--- src/rtl/fpu_arbiter_pkg.sv ---
// Shared definitions for the fpu_double arbiter: FPU op codes, rounding-mode
// codes, FSM state constants and the latched command struct.
package fpu_arbiter_pkg;

  localparam logic [2:0] FPU_ADD = 3'd0;
  localparam logic [2:0] FPU_SUB = 3'd1;
  localparam logic [2:0] FPU_MUL = 3'd2;
  localparam logic [2:0] FPU_DIV = 3'd3;

  localparam logic [1:0] RMODE_NEAREST = 2'd0;
  localparam logic [1:0] RMODE_ZERO    = 2'd1;
  localparam logic [1:0] RMODE_POS_INF = 2'd2;
  localparam logic [1:0] RMODE_NEG_INF = 2'd3;

  localparam logic [1:0] ST_IDLE  = 2'd0;
  localparam logic [1:0] ST_WAIT  = 2'd1;
  localparam logic [1:0] ST_CLEAR = 2'd2;

  // operation captured from the winning requester at grant time
  typedef struct packed {
    logic [2:0]  op;
    logic [63:0] opa;
    logic [63:0] opb;
  } fpu_cmd_t;

endpackage

--- src/rtl/fpu_arbiter_if.sv ---
// Bus between the requesters / fpu_double and the arbiter.
//   requester side : req, req_op, req_opa, req_opb -> done, err, result, busy
//   fpu side       : fpu_enable, fpu_rst, fpu_op, fpu_rmode, fpu_opa, fpu_opb
//                    <- fpu_out, fpu_ready
// master = the arbiter, slave = requesters plus the FPU.
interface fpu_arbiter_if #(parameter int NREQ = 3);
  logic [NREQ-1:0]        req;
  logic [NREQ-1:0][2:0]   req_op;
  logic [NREQ-1:0][63:0]  req_opa;
  logic [NREQ-1:0][63:0]  req_opb;
  logic [NREQ-1:0]        done;
  logic [NREQ-1:0]        err;
  logic [63:0]            result;
  logic                   busy;
  logic                   fpu_enable;
  logic                   fpu_rst;
  logic [2:0]             fpu_op;
  logic [1:0]             fpu_rmode;
  logic [63:0]            fpu_opa;
  logic [63:0]            fpu_opb;
  logic [63:0]            fpu_out;
  logic                   fpu_ready;

  modport master (
    input  req, req_op, req_opa, req_opb, fpu_out, fpu_ready,
    output done, err, result, busy,
           fpu_enable, fpu_rst, fpu_op, fpu_rmode, fpu_opa, fpu_opb
  );

  modport slave (
    output req, req_op, req_opa, req_opb, fpu_out, fpu_ready,
    input  done, err, result, busy,
           fpu_enable, fpu_rst, fpu_op, fpu_rmode, fpu_opa, fpu_opb
  );
endinterface

--- src/rtl/fpu_arbiter_rr_pick.sv ---
// Round-robin priority picker.
//   req        : request vector
//   last_grant : index granted last time; search starts one above it
//   grant      : first requesting index found, wrapping at NREQ
//   valid      : any request present
module rr_pick #(
  parameter int NREQ  = 3,
  parameter int IDX_W = 2
) (
  input  logic [NREQ-1:0]  req,
  input  logic [IDX_W-1:0] last_grant,
  output logic [IDX_W-1:0] grant,
  output logic             valid
);

  // one extra bit so last_grant + NREQ cannot overflow before the wrap
  logic [IDX_W:0] idx;

  always_comb begin
    grant = '0;
    valid = 1'b0;
    idx   = '0;
    for (int k = 1; k <= NREQ; k++) begin
      idx = (IDX_W+1)'(last_grant) + (IDX_W+1)'(k);
      if (idx >= (IDX_W+1)'(NREQ)) idx = idx - (IDX_W+1)'(NREQ);
      if (!valid && req[idx[IDX_W-1:0]]) begin
        valid = 1'b1;
        grant = idx[IDX_W-1:0];
      end
    end
  end

endmodule

--- src/rtl/fpu_arbiter.sv ---
// Shares one fpu_double among NREQ requesters.
//   clk, reset : clock, synchronous active-high reset
//   bus        : fpu_arbiter_if.master (requester handshake + FPU drive)
// IDLE grants round-robin and latches the winner's operation, WAIT keeps the
// FPU enabled until fpu_ready or TIMEOUT cycles, CLEAR resets the FPU for one
// cycle and carries the done/err pulse.
module fpu_arbiter
  import fpu_arbiter_pkg::*;
#(
  parameter int NREQ    = 3,
  parameter int TIMEOUT = 255
) (
  input logic           clk,
  input logic           reset,
  fpu_arbiter_if.master bus
);

  localparam int IDX_W = (NREQ > 1) ? $clog2(NREQ) : 1;
  localparam int CNT_W = (TIMEOUT > 1) ? $clog2(TIMEOUT + 1) : 1;

  logic [1:0]       state;
  logic [IDX_W-1:0] last_grant;   // doubles as the active grant during WAIT
  logic [IDX_W-1:0] pick;
  logic             pick_vld;
  logic [CNT_W-1:0] wait_cnt;
  fpu_cmd_t         cmd;
  logic [NREQ-1:0]  done_q;
  logic [NREQ-1:0]  err_q;
  logic [63:0]      result_q;
  logic [NREQ-1:0]  grant_oh;

  rr_pick #(.NREQ(NREQ), .IDX_W(IDX_W)) u_pick (
    .req        (bus.req),
    .last_grant (last_grant),
    .grant      (pick),
    .valid      (pick_vld)
  );

  assign grant_oh = NREQ'(1) << last_grant;

  always_ff @(posedge clk) begin
    if (reset) begin
      state      <= ST_IDLE;
      last_grant <= IDX_W'(NREQ - 1);
      wait_cnt   <= '0;
      cmd        <= '0;
      done_q     <= '0;
      err_q      <= '0;
      result_q   <= '0;
    end else begin
      done_q <= '0;
      err_q  <= '0;
      case (state)
        ST_IDLE: begin
          if (pick_vld) begin
            last_grant <= pick;
            cmd        <= '{op: bus.req_op[pick], opa: bus.req_opa[pick],
                            opb: bus.req_opb[pick]};
            wait_cnt   <= '0;
            state      <= ST_WAIT;
          end
        end
        ST_WAIT: begin
          // a ready in the last counted cycle still wins over the timeout
          if (bus.fpu_ready) begin
            result_q <= bus.fpu_out;
            done_q   <= grant_oh;
            state    <= ST_CLEAR;
          end else if (wait_cnt == CNT_W'(TIMEOUT - 1)) begin
            done_q <= grant_oh;
            err_q  <= grant_oh;
            state  <= ST_CLEAR;
          end else begin
            wait_cnt <= wait_cnt + 1'b1;
          end
        end
        ST_CLEAR: state <= ST_IDLE;
        default:  state <= ST_IDLE;
      endcase
    end
  end

  assign bus.done       = done_q;
  assign bus.err        = err_q;
  assign bus.result     = result_q;
  assign bus.busy       = (state != ST_IDLE);
  assign bus.fpu_enable = (state == ST_WAIT);
  // combinational so the FPU is held in reset from the first reset cycle
  assign bus.fpu_rst    = reset | (state == ST_CLEAR);
  assign bus.fpu_op     = cmd.op;
  assign bus.fpu_opa    = cmd.opa;
  assign bus.fpu_opb    = cmd.opb;
  assign bus.fpu_rmode  = RMODE_NEAREST;

endmodule
--- src/flat_wrapper.sv ---
// flat-port wrapper written by rule: the top's interface ports become plain ports
module fpu_arbiter_flat import fpu_arbiter_pkg::*;
#(
  parameter int NREQ    = 3,
  parameter int TIMEOUT = 255
)
  (clk, reset, bus_req, bus_req_op, bus_req_opa, bus_req_opb, bus_fpu_out, bus_fpu_ready, bus_done, bus_err, bus_result, bus_busy, bus_fpu_enable, bus_fpu_rst, bus_fpu_op, bus_fpu_rmode, bus_fpu_opa, bus_fpu_opb);
  fpu_arbiter_if #(.NREQ(NREQ)) bus_i ();
  input logic clk;
  input logic reset;
  input wire logic [$bits(bus_i.req)-1:0] bus_req;
  input wire logic [$bits(bus_i.req_op)-1:0] bus_req_op;
  input wire logic [$bits(bus_i.req_opa)-1:0] bus_req_opa;
  input wire logic [$bits(bus_i.req_opb)-1:0] bus_req_opb;
  input wire logic [$bits(bus_i.fpu_out)-1:0] bus_fpu_out;
  input wire logic [$bits(bus_i.fpu_ready)-1:0] bus_fpu_ready;
  output wire logic [$bits(bus_i.done)-1:0] bus_done;
  output wire logic [$bits(bus_i.err)-1:0] bus_err;
  output wire logic [$bits(bus_i.result)-1:0] bus_result;
  output wire logic [$bits(bus_i.busy)-1:0] bus_busy;
  output wire logic [$bits(bus_i.fpu_enable)-1:0] bus_fpu_enable;
  output wire logic [$bits(bus_i.fpu_rst)-1:0] bus_fpu_rst;
  output wire logic [$bits(bus_i.fpu_op)-1:0] bus_fpu_op;
  output wire logic [$bits(bus_i.fpu_rmode)-1:0] bus_fpu_rmode;
  output wire logic [$bits(bus_i.fpu_opa)-1:0] bus_fpu_opa;
  output wire logic [$bits(bus_i.fpu_opb)-1:0] bus_fpu_opb;
  assign bus_i.req = bus_req;
  assign bus_i.req_op = bus_req_op;
  assign bus_i.req_opa = bus_req_opa;
  assign bus_i.req_opb = bus_req_opb;
  assign bus_i.fpu_out = bus_fpu_out;
  assign bus_i.fpu_ready = bus_fpu_ready;
  assign bus_done = bus_i.done;
  assign bus_err = bus_i.err;
  assign bus_result = bus_i.result;
  assign bus_busy = bus_i.busy;
  assign bus_fpu_enable = bus_i.fpu_enable;
  assign bus_fpu_rst = bus_i.fpu_rst;
  assign bus_fpu_op = bus_i.fpu_op;
  assign bus_fpu_rmode = bus_i.fpu_rmode;
  assign bus_fpu_opa = bus_i.fpu_opa;
  assign bus_fpu_opb = bus_i.fpu_opb;
  fpu_arbiter #(.NREQ(NREQ), .TIMEOUT(TIMEOUT)) u_core (.clk(clk), .reset(reset), .bus(bus_i));
endmodule
--- config.mk ---
export PLATFORM = sky130hd
export DESIGN_NAME = fpu_arbiter_flat
export DESIGN_NICKNAME = d
export VERILOG_FILES = /design/src/rtl/fpu_arbiter_pkg.sv /design/src/rtl/fpu_arbiter_if.sv /design/src/rtl/fpu_arbiter_rr_pick.sv /design/src/rtl/fpu_arbiter.sv /design/src/flat_wrapper.sv
export SDC_FILE = /design/constraint.sdc
export NUM_CORES = 1
export LEC_CHECK = 0
export CAP_MARGIN = 20
export CORE_AREA = 3 3 257 259
export CTS_CLUSTER_SIZE = 8
export DETAILED_ROUTE_END_ITERATION = 7
export DIE_AREA = 0 0 260 262
export SLEW_MARGIN = 40
export SYNTH_ARGS = -nofsm -noshare
export SYNTH_HDL_FRONTEND = slang
export SYNTH_SLANG_ARGS = --single-unit
--- constraint.sdc ---
create_clock -name clk -period 7.6 [get_ports clk]
set_input_delay 2.28 -clock clk [delete_from_list [all_inputs] [get_ports clk]]
set_output_delay 2.28 -clock clk [all_outputs]
set_load 0.05 [all_outputs]
==> metrics.txt, run 1 <==
TritonCTS Buffers=30; final setup TNS=0 ns; pre-CTS setup slack=around 1.7 ns; post-synthesis sequential area ratio=45.4%; CP max stage delay=about 0.85 ns; crit path launch=reset; commonest cells after routing, fill and taps aside=665 x clkdlybuf4s50_1, 213 x dfxtp_1, 161 x nand2_1; switch share=46.1%; CTS Hold Buffers Added=0; sw power=just under 3 mW; average cell area after synthesis=approximately 9.0 um2; vias in the first global route=between 10000 and 15000; Reg area=roughly 0.0043 mm2; Final Hold Fails=0; floorplan die height=~260 um; uppermost routed layer=met5; area of the multi-input gates=roughly 0.0047 mm2; Pwr per Cell Area=between 300 and 400 mW/mm2; total power=roughly 6.4 mW; top achievable clock speed=roughly 170 MHz; met2 routed WL=approximately 23 mm; Avg WL per Cell=between 15 and 20 um; EDFF count, synth=0; vias per cell=between 4 and 5; first-pass GRT wire length=between 60 and 70 mm; critical path, cell by cell=buf_2, inv_2, o21ai_0, clkdlybuf4s50_1; Synth Warn #=0; Distinct cells, synth=between 50 and 60; slowest CP cell=clkdlybuf4s50_1; PortBufs=around 670; max-slew violation count=0; core region area=around 0.064 mm2; post-detail-place hpwl=34.7 mm; Syn Inst Count=roughly 1000; Hold Startpoint=u_core.bus.result[61]; data arrival time of the worst path=approximately 3.6 ns; FF-to-FF Start=u_core.last_grant[0]; placed cells=about 2500; Tightest Pin Transition=roughly 0.87 ns; clock power share=roughly a fifth; Max clock buf depth=3; WP data required=approximately 5.3 ns; I/O pin count=669; Initial Util=14.6%; non-filler instance count after layout=between 2000 and 3000; Internal=between 3 and 4 mW; CTS sink cnt=between 200 and 250; clock slew at reported path FFs=about 0.05 ns; postcts setup bufs=0; Rows=slightly above 90; Rel. slew slack=between 40 and 50%; Main synth FF type=dfxtp_1; initial antenna violation count=6; Die X=roughly 260 um; Final WS setup=~1.7 ns; final setup vio count=0; drt pass-1 iters=5; Worst setup SP type=primary input; Period Utilization, post-route=about 78%; layout cells sized above 1=4.02%; largest net degree at the start of global routing=109; clock latency on the worst-skew pair=about 0.59 ns; Total GRT Usage=between 10% and 20%; Cell Area, Synth=between 0.009 and 0.01 mm2; htree depth=1; clock root buffer=clkbuf_16; crit-path leading delay family=buffers and inverters; CTS tree=built; met1 WL=18.0 mm; routability cong.=between 0.8 and 0.9; DRC=0; FF+latch count, synth=between 200 and 250; status=finished, final reports clean; worst hold path type=flop to flop; Antenna Nets Post-Route=0; RSZ-0062 raised after global routing=no; Nets=about 2100; total global routing overflow=0; Met3 Wirelength=around 3.7 mm; P&R area growth vs syn=88.2%; Flop pwr share=~24%; crit-path max FO=7; post-CTS sizing=0; leak pwr=6.48 nW; Tmin final=a little under 6 ns; most common cell after layout, fill and taps aside=clkdlybuf4s50_1; full die area=between 0.06 and 0.07 mm2; Worst Setup End Kind=output port; Max VDD drop=0.299 mV; max-cap check violation count=0; filler instances=6711; combinational power share=~56%; WP buf/inv=3; ys async rst share=0%; vias=roughly 10000; Setup Crit Path Kind=primary input to output port; drt total wl=about 46 mm; DRT iter0 DRCs=slightly above 600; clk_skew=approximately 0.023 ns
## routing by layer
metal	global-route usage (%)	vias to the layer above
met2	21.4	475
met1	14.2	4826
met3	3.07	73
met4	4.86	6
met5	0	-
li1	-	5011
## synthesized netlist by cell type (all sizes together) (7+ instances only)
cell type | instances | share of area (%)
a22oi | 109 | 8.7
inv | 7 | 0.28
a21oi | 71 | 3.8
mux2i | 111 | 12
dfxtp | 213 | 45
o21ai | 117 | 6.3
nor2 | 34 | 1.4
a221oi | 23 | 2.1
and2 | 29 | 1.9
clkbuf | 51 | 2.0
nand2 | 164 | 6.6
ha | 8 | 1.1
o32ai | 23 | 2.1
buf | 38 | 2.6
## flip-flops by register name (all words and copies together) (netlist names)
register and cells:
u_core.bus.done 3, u_core.bus.err 3, u_core.bus.fpu_op 3, u_core.bus.fpu_opa 64, u_core.bus.fpu_opb 64, u_core.bus.result 64
u_core.last_grant 2, u_core.state 2, u_core.wait_cnt 8
## power groups by stage
stage | clock (mW) | sequential (mW) | combinational, mW
finish | 1.22 | 1.56 | 3.61
global route | 1.32 | 1.58 | 3.84
global placement | 0 | 1.56 | 3.59
detailed placement | 0 | 1.57 | 3.66
floorplan | 0 | 2.39 | 1.58
CTS | 1.28 | 1.55 | 3.67
## cells by family after synthesis
| family | share of synthesized area (%) |
|---|---|
| fa+ha+maj | 1.07 |
| compound gates | 24.7 |
| xor+xnor | 0.280 |
| mux | 12.0 |
| simple gates | 11.7 |
| buf+inv | 4.92 |
| flops | 45.4 |
| other cells | 0.0399 |
## final timing paths
check                      endpoint  cells past startpoint  slack (ns)
min reg2reg   u_core.bus.result[61]                      2        0.45
max reg2reg  u_core.bus.fpu_opa[20]                     10        3.98
min           u_core.bus.result[61]                      2        0.45
max                     bus_fpu_rst                      4        1.71
## layout make-up
type,instances,area share (%)
diodes,3,0.0425
clock buffers,32,4.35
clock inverters,1,0.170
inverters,7,0.149
multi-input cells,735,26.7
flip-flops and latches,213,24.1
well taps,855,6.05
repair buffers,679,38.4
## through the flow
stage / hold WS [ns] / utilization (%) / instance area, um2
2_1_floorplan: 0.454 / - / 9400
3_3_place_gp: 0.441 / 26.3 / 16800
3_5_place_dp: 0.446 / 26.3 / 16900
4_1_cts: 0.454 / 27.6 / 17700
5_1_grt: 0.466 / 27.6 / 17700
6_report: 0.452 / 27.6 / 17700
## tightest hold or removal path, stage by stage, from the launching register on
cell and delay [ns]:
dfxtp_1 0.30, nand2_1 0.05, a21oi_1 0.05
Note: power is estimated with default switching activity, not from simulation.
==> run 2: changes to the inputs <==
--- a/config.mk
+++ b/config.mk
@@ -6,10 +6,10 @@
 export NUM_CORES = 1
 export LEC_CHECK = 0
 export CAP_MARGIN = 20
-export CORE_AREA = 3 3 257 259
+export CORE_AREA = 3 3 260 262
 export CTS_CLUSTER_SIZE = 8
 export DETAILED_ROUTE_END_ITERATION = 7
-export DIE_AREA = 0 0 260 262
+export DIE_AREA = 0 0 263 265
 export SLEW_MARGIN = 40
 export SYNTH_ARGS = -nofsm -noshare
 export SYNTH_HDL_FRONTEND = slang
==> constraint.sdc (replaced) <==
create_clock -name clk -period 5.6 [get_ports clk]
set_input_delay 1.68 -clock clk [delete_from_list [all_inputs] [get_ports clk]]
set_output_delay 1.68 -clock clk [all_outputs]
set_load 0.05 [all_outputs]
==> metrics.txt, run 2 (synthesis results as in run 1) <==
status=finished, final reports clean; largest net degree at the start of global routing=77 (-29%); Pwr per Cell Area=494 mW/mm2 (+37%); worst hold slack=0.450 ns (-0.00204 ns); Hold Startpoint=u_core.bus.result[59]; final setup vio count=0 (unchanged); full die area=0.0697 mm2 (+2.3%); PortBufs=666 (unchanged); Most Frequent Cell on Critical Path=a22oi_1; Nets=2153 (+0.75%); leak pwr=6.60 nW (+1.8%); drt total wl=46.0 mm (-0.80%); Hold EP=u_core.bus.result[59]; CTS Hold Buffers Added=0 (unchanged); clock root buffer=clkbuf_16; Max VDD drop=0.303 mV (+1.1%); post-detail-place hpwl=36.1 mm (+4.0%); max-cap check violation count=0 (unchanged); CP max stage delay=0.70 ns (-0.15 ns); Setup Crit Path Kind=primary input to flop; CTS tree=built; CTS sink cnt=213 (unchanged); critical path, cell by cell=clkdlybuf4s50_1, nor2b_1, a22oi_1, o211ai_1, o2111a_4, buf_4, a22oi_1, o21ai_0; final core area utilization=27.2% (-0.34 points); P&R area growth vs syn=90.2%; Min-Delay Path Depth=2 (unchanged); clock latency on the worst-skew pair=0.57 ns (-0.02 ns); most common cell after layout, fill and taps aside=clkdlybuf4s50_1; Die X=263 um (+1.2%); filler instances=6890 (+2.7%); commonest cells after routing, fill and taps aside=664 x clkdlybuf4s50_1, 213 x dfxtp_1, 163 x nand2_1; Initial Util=14.3% (-0.34 points); I/O pin count=669 (unchanged); WP buf/inv=2 (-1); postcts setup bufs=0 (unchanged); slowest CP cell=o2111a_4; number of diodes=0 (-3); crit-path leading delay family=compound AO/OA/AOI/OAI gates; RSZ-0062 raised after global routing=no; DRC=0 (unchanged); clk_skew=0.0136 ns (-0.00988 ns); top achievable clock speed=around 260 MHz; Avg WL per Cell=18.0 um (-1.8%); vias=10600 (+1.9%); WP data required=6.08 ns (+0.76 ns); R2R cell count=9 (-1); Rows=94 (+1.1%); Worst setup SP type=primary input; post-CTS sizing=0 (unchanged); htree depth=1 (unchanged); routability cong.=0.935 (+9.9%); initial antenna violation count=0 (-6); core region area=0.0656 mm2 (+2.4%); Total GRT Usage=12.2% (-0.026 points); total global routing overflow=0 (unchanged); Tmin final=roughly 4 ns; drt pass-1 iters=5 (unchanged); area of the multi-input gates=0.00471 mm2 (about the same); total power=8.84 mW (+38%); Max clock buf depth=3 (unchanged); vias per cell=4.15 (+0.88%); Worst Setup End Kind=flop; Tightest Pin Transition=0.827 ns (-0.0406 ns); Final WS setup=1.71 ns (-0.00108 ns); crit-path max FO=37 (+30); setup slack, reg-to-reg=2.20 ns (-1.78 ns); TritonCTS Buffers=31 (+3.3%); pre-CTS setup slack=1.17 ns (-0.504 ns); data arrival time of the worst path=4.37 ns (+0.76 ns); clock slew at reported path FFs=0.05 ns (about the same); end of the worst register-to-register path=u_core.bus.fpu_opb[46]; floorplan die height=265 um (+1.1%); Antenna Nets Post-Route=0 (unchanged); DRT iter0 DRCs=652 (+5.0%); final setup TNS=0 ns (unchanged); layout cells sized above 1=4.86% (+0.84 points); vias in the first global route=10900 (+4.5%); Rel. slew slack=44.7% (+2.6 points); Final Hold Fails=0 (unchanged); Period Utilization, post-route=between 60% and 70%; max-slew violation count=0 (unchanged); Reg area=0.00426 mm2 (unchanged); first-pass GRT wire length=67.0 mm (+4.2%); FF-to-FF Start=u_core.last_grant[0]; worst hold path type=flop to flop
## run 2: cell types whose count changed in the layout (fill, tap and decap cells not counted), sizes merged
| cell | before | now |
|---|---|---|
| buf | 14 | 30 |
| diode | 3 | 0 |
| clkbuf | 32 | 34 |
| bufinv | 0 | 1 |
| clkdlybuf4s50 | 665 | 664 |
| inv | 7 | 8 |
## run 2: how the worst max path moves through the flow
stage | startpoint | endpoint | slack (ns) | cells after the start
final | bus_req[1] | u_core.bus.fpu_opa[4] | 1.71 | 8
after global routing | bus_req[1] | u_core.bus.fpu_opa[8] | 1.65 | 8
after floorplan | reset | bus_fpu_rst | 1.04 | 4
after global placement | bus_req[0] | u_core.bus.fpu_opb[14] | 1.26 | 9
after CTS | reset | bus_fpu_rst | 1.67 | 4
after detailed placement | bus_req[1] | u_core.bus.fpu_opa[4] | 1.17 | 8
## run 2: routing by layer
metal | up-vias | GRT usage [%] | part of all wire [%]
met3 | 80 | 2.93 | 7.3
met5 | - | 0 | 0
met2 | 503 | 21.8 | 50
met1 | 4969 | 14.3 | 39
li1 | 5034 | - | -
met4 | 0 | 3.86 | 3.0
## run 2: area by class of cell
| cell class | count | area share [%] |
|---|---|---|
| clock inverter | 3 | 0.245 |
| clock buffer | 34 | 4.46 |
| sequential | 213 | 23.9 |
| tap | 864 | 6.05 |
| multi-input combinational | 735 | 26.4 |
| inverter | 7 | 0.147 |
| timing repair buffer | 694 | 38.9 |
## run 2: through the flow
| step | instance area, um2 | instances |
|---|---|---|
| after floorplan | 9400 | 1044 |
| after global placement | 17000 | 2511 |
| after detailed placement | 17000 | 2513 |
| after CTS | 17900 | 2550 |
| after global routing | 17900 | 2550 |
| final | 17900 | 2550 |
## run 2: report_power, final
group	total, mW	switching (mW)	internal (mW)
sequential	2.12	0.219	1.90
combinational	5.01	3.10	1.91
clock	1.71	0.684	1.03
total	8.84	4.00	4.84
## run 2: worst min-delay path: cells and delay by family (launching register included)
family             cells  cell delay [ns]
DFF                    1             0.30
and+or+nand+nor        1             0.05
AOI/OAI and AO/OA      1             0.05
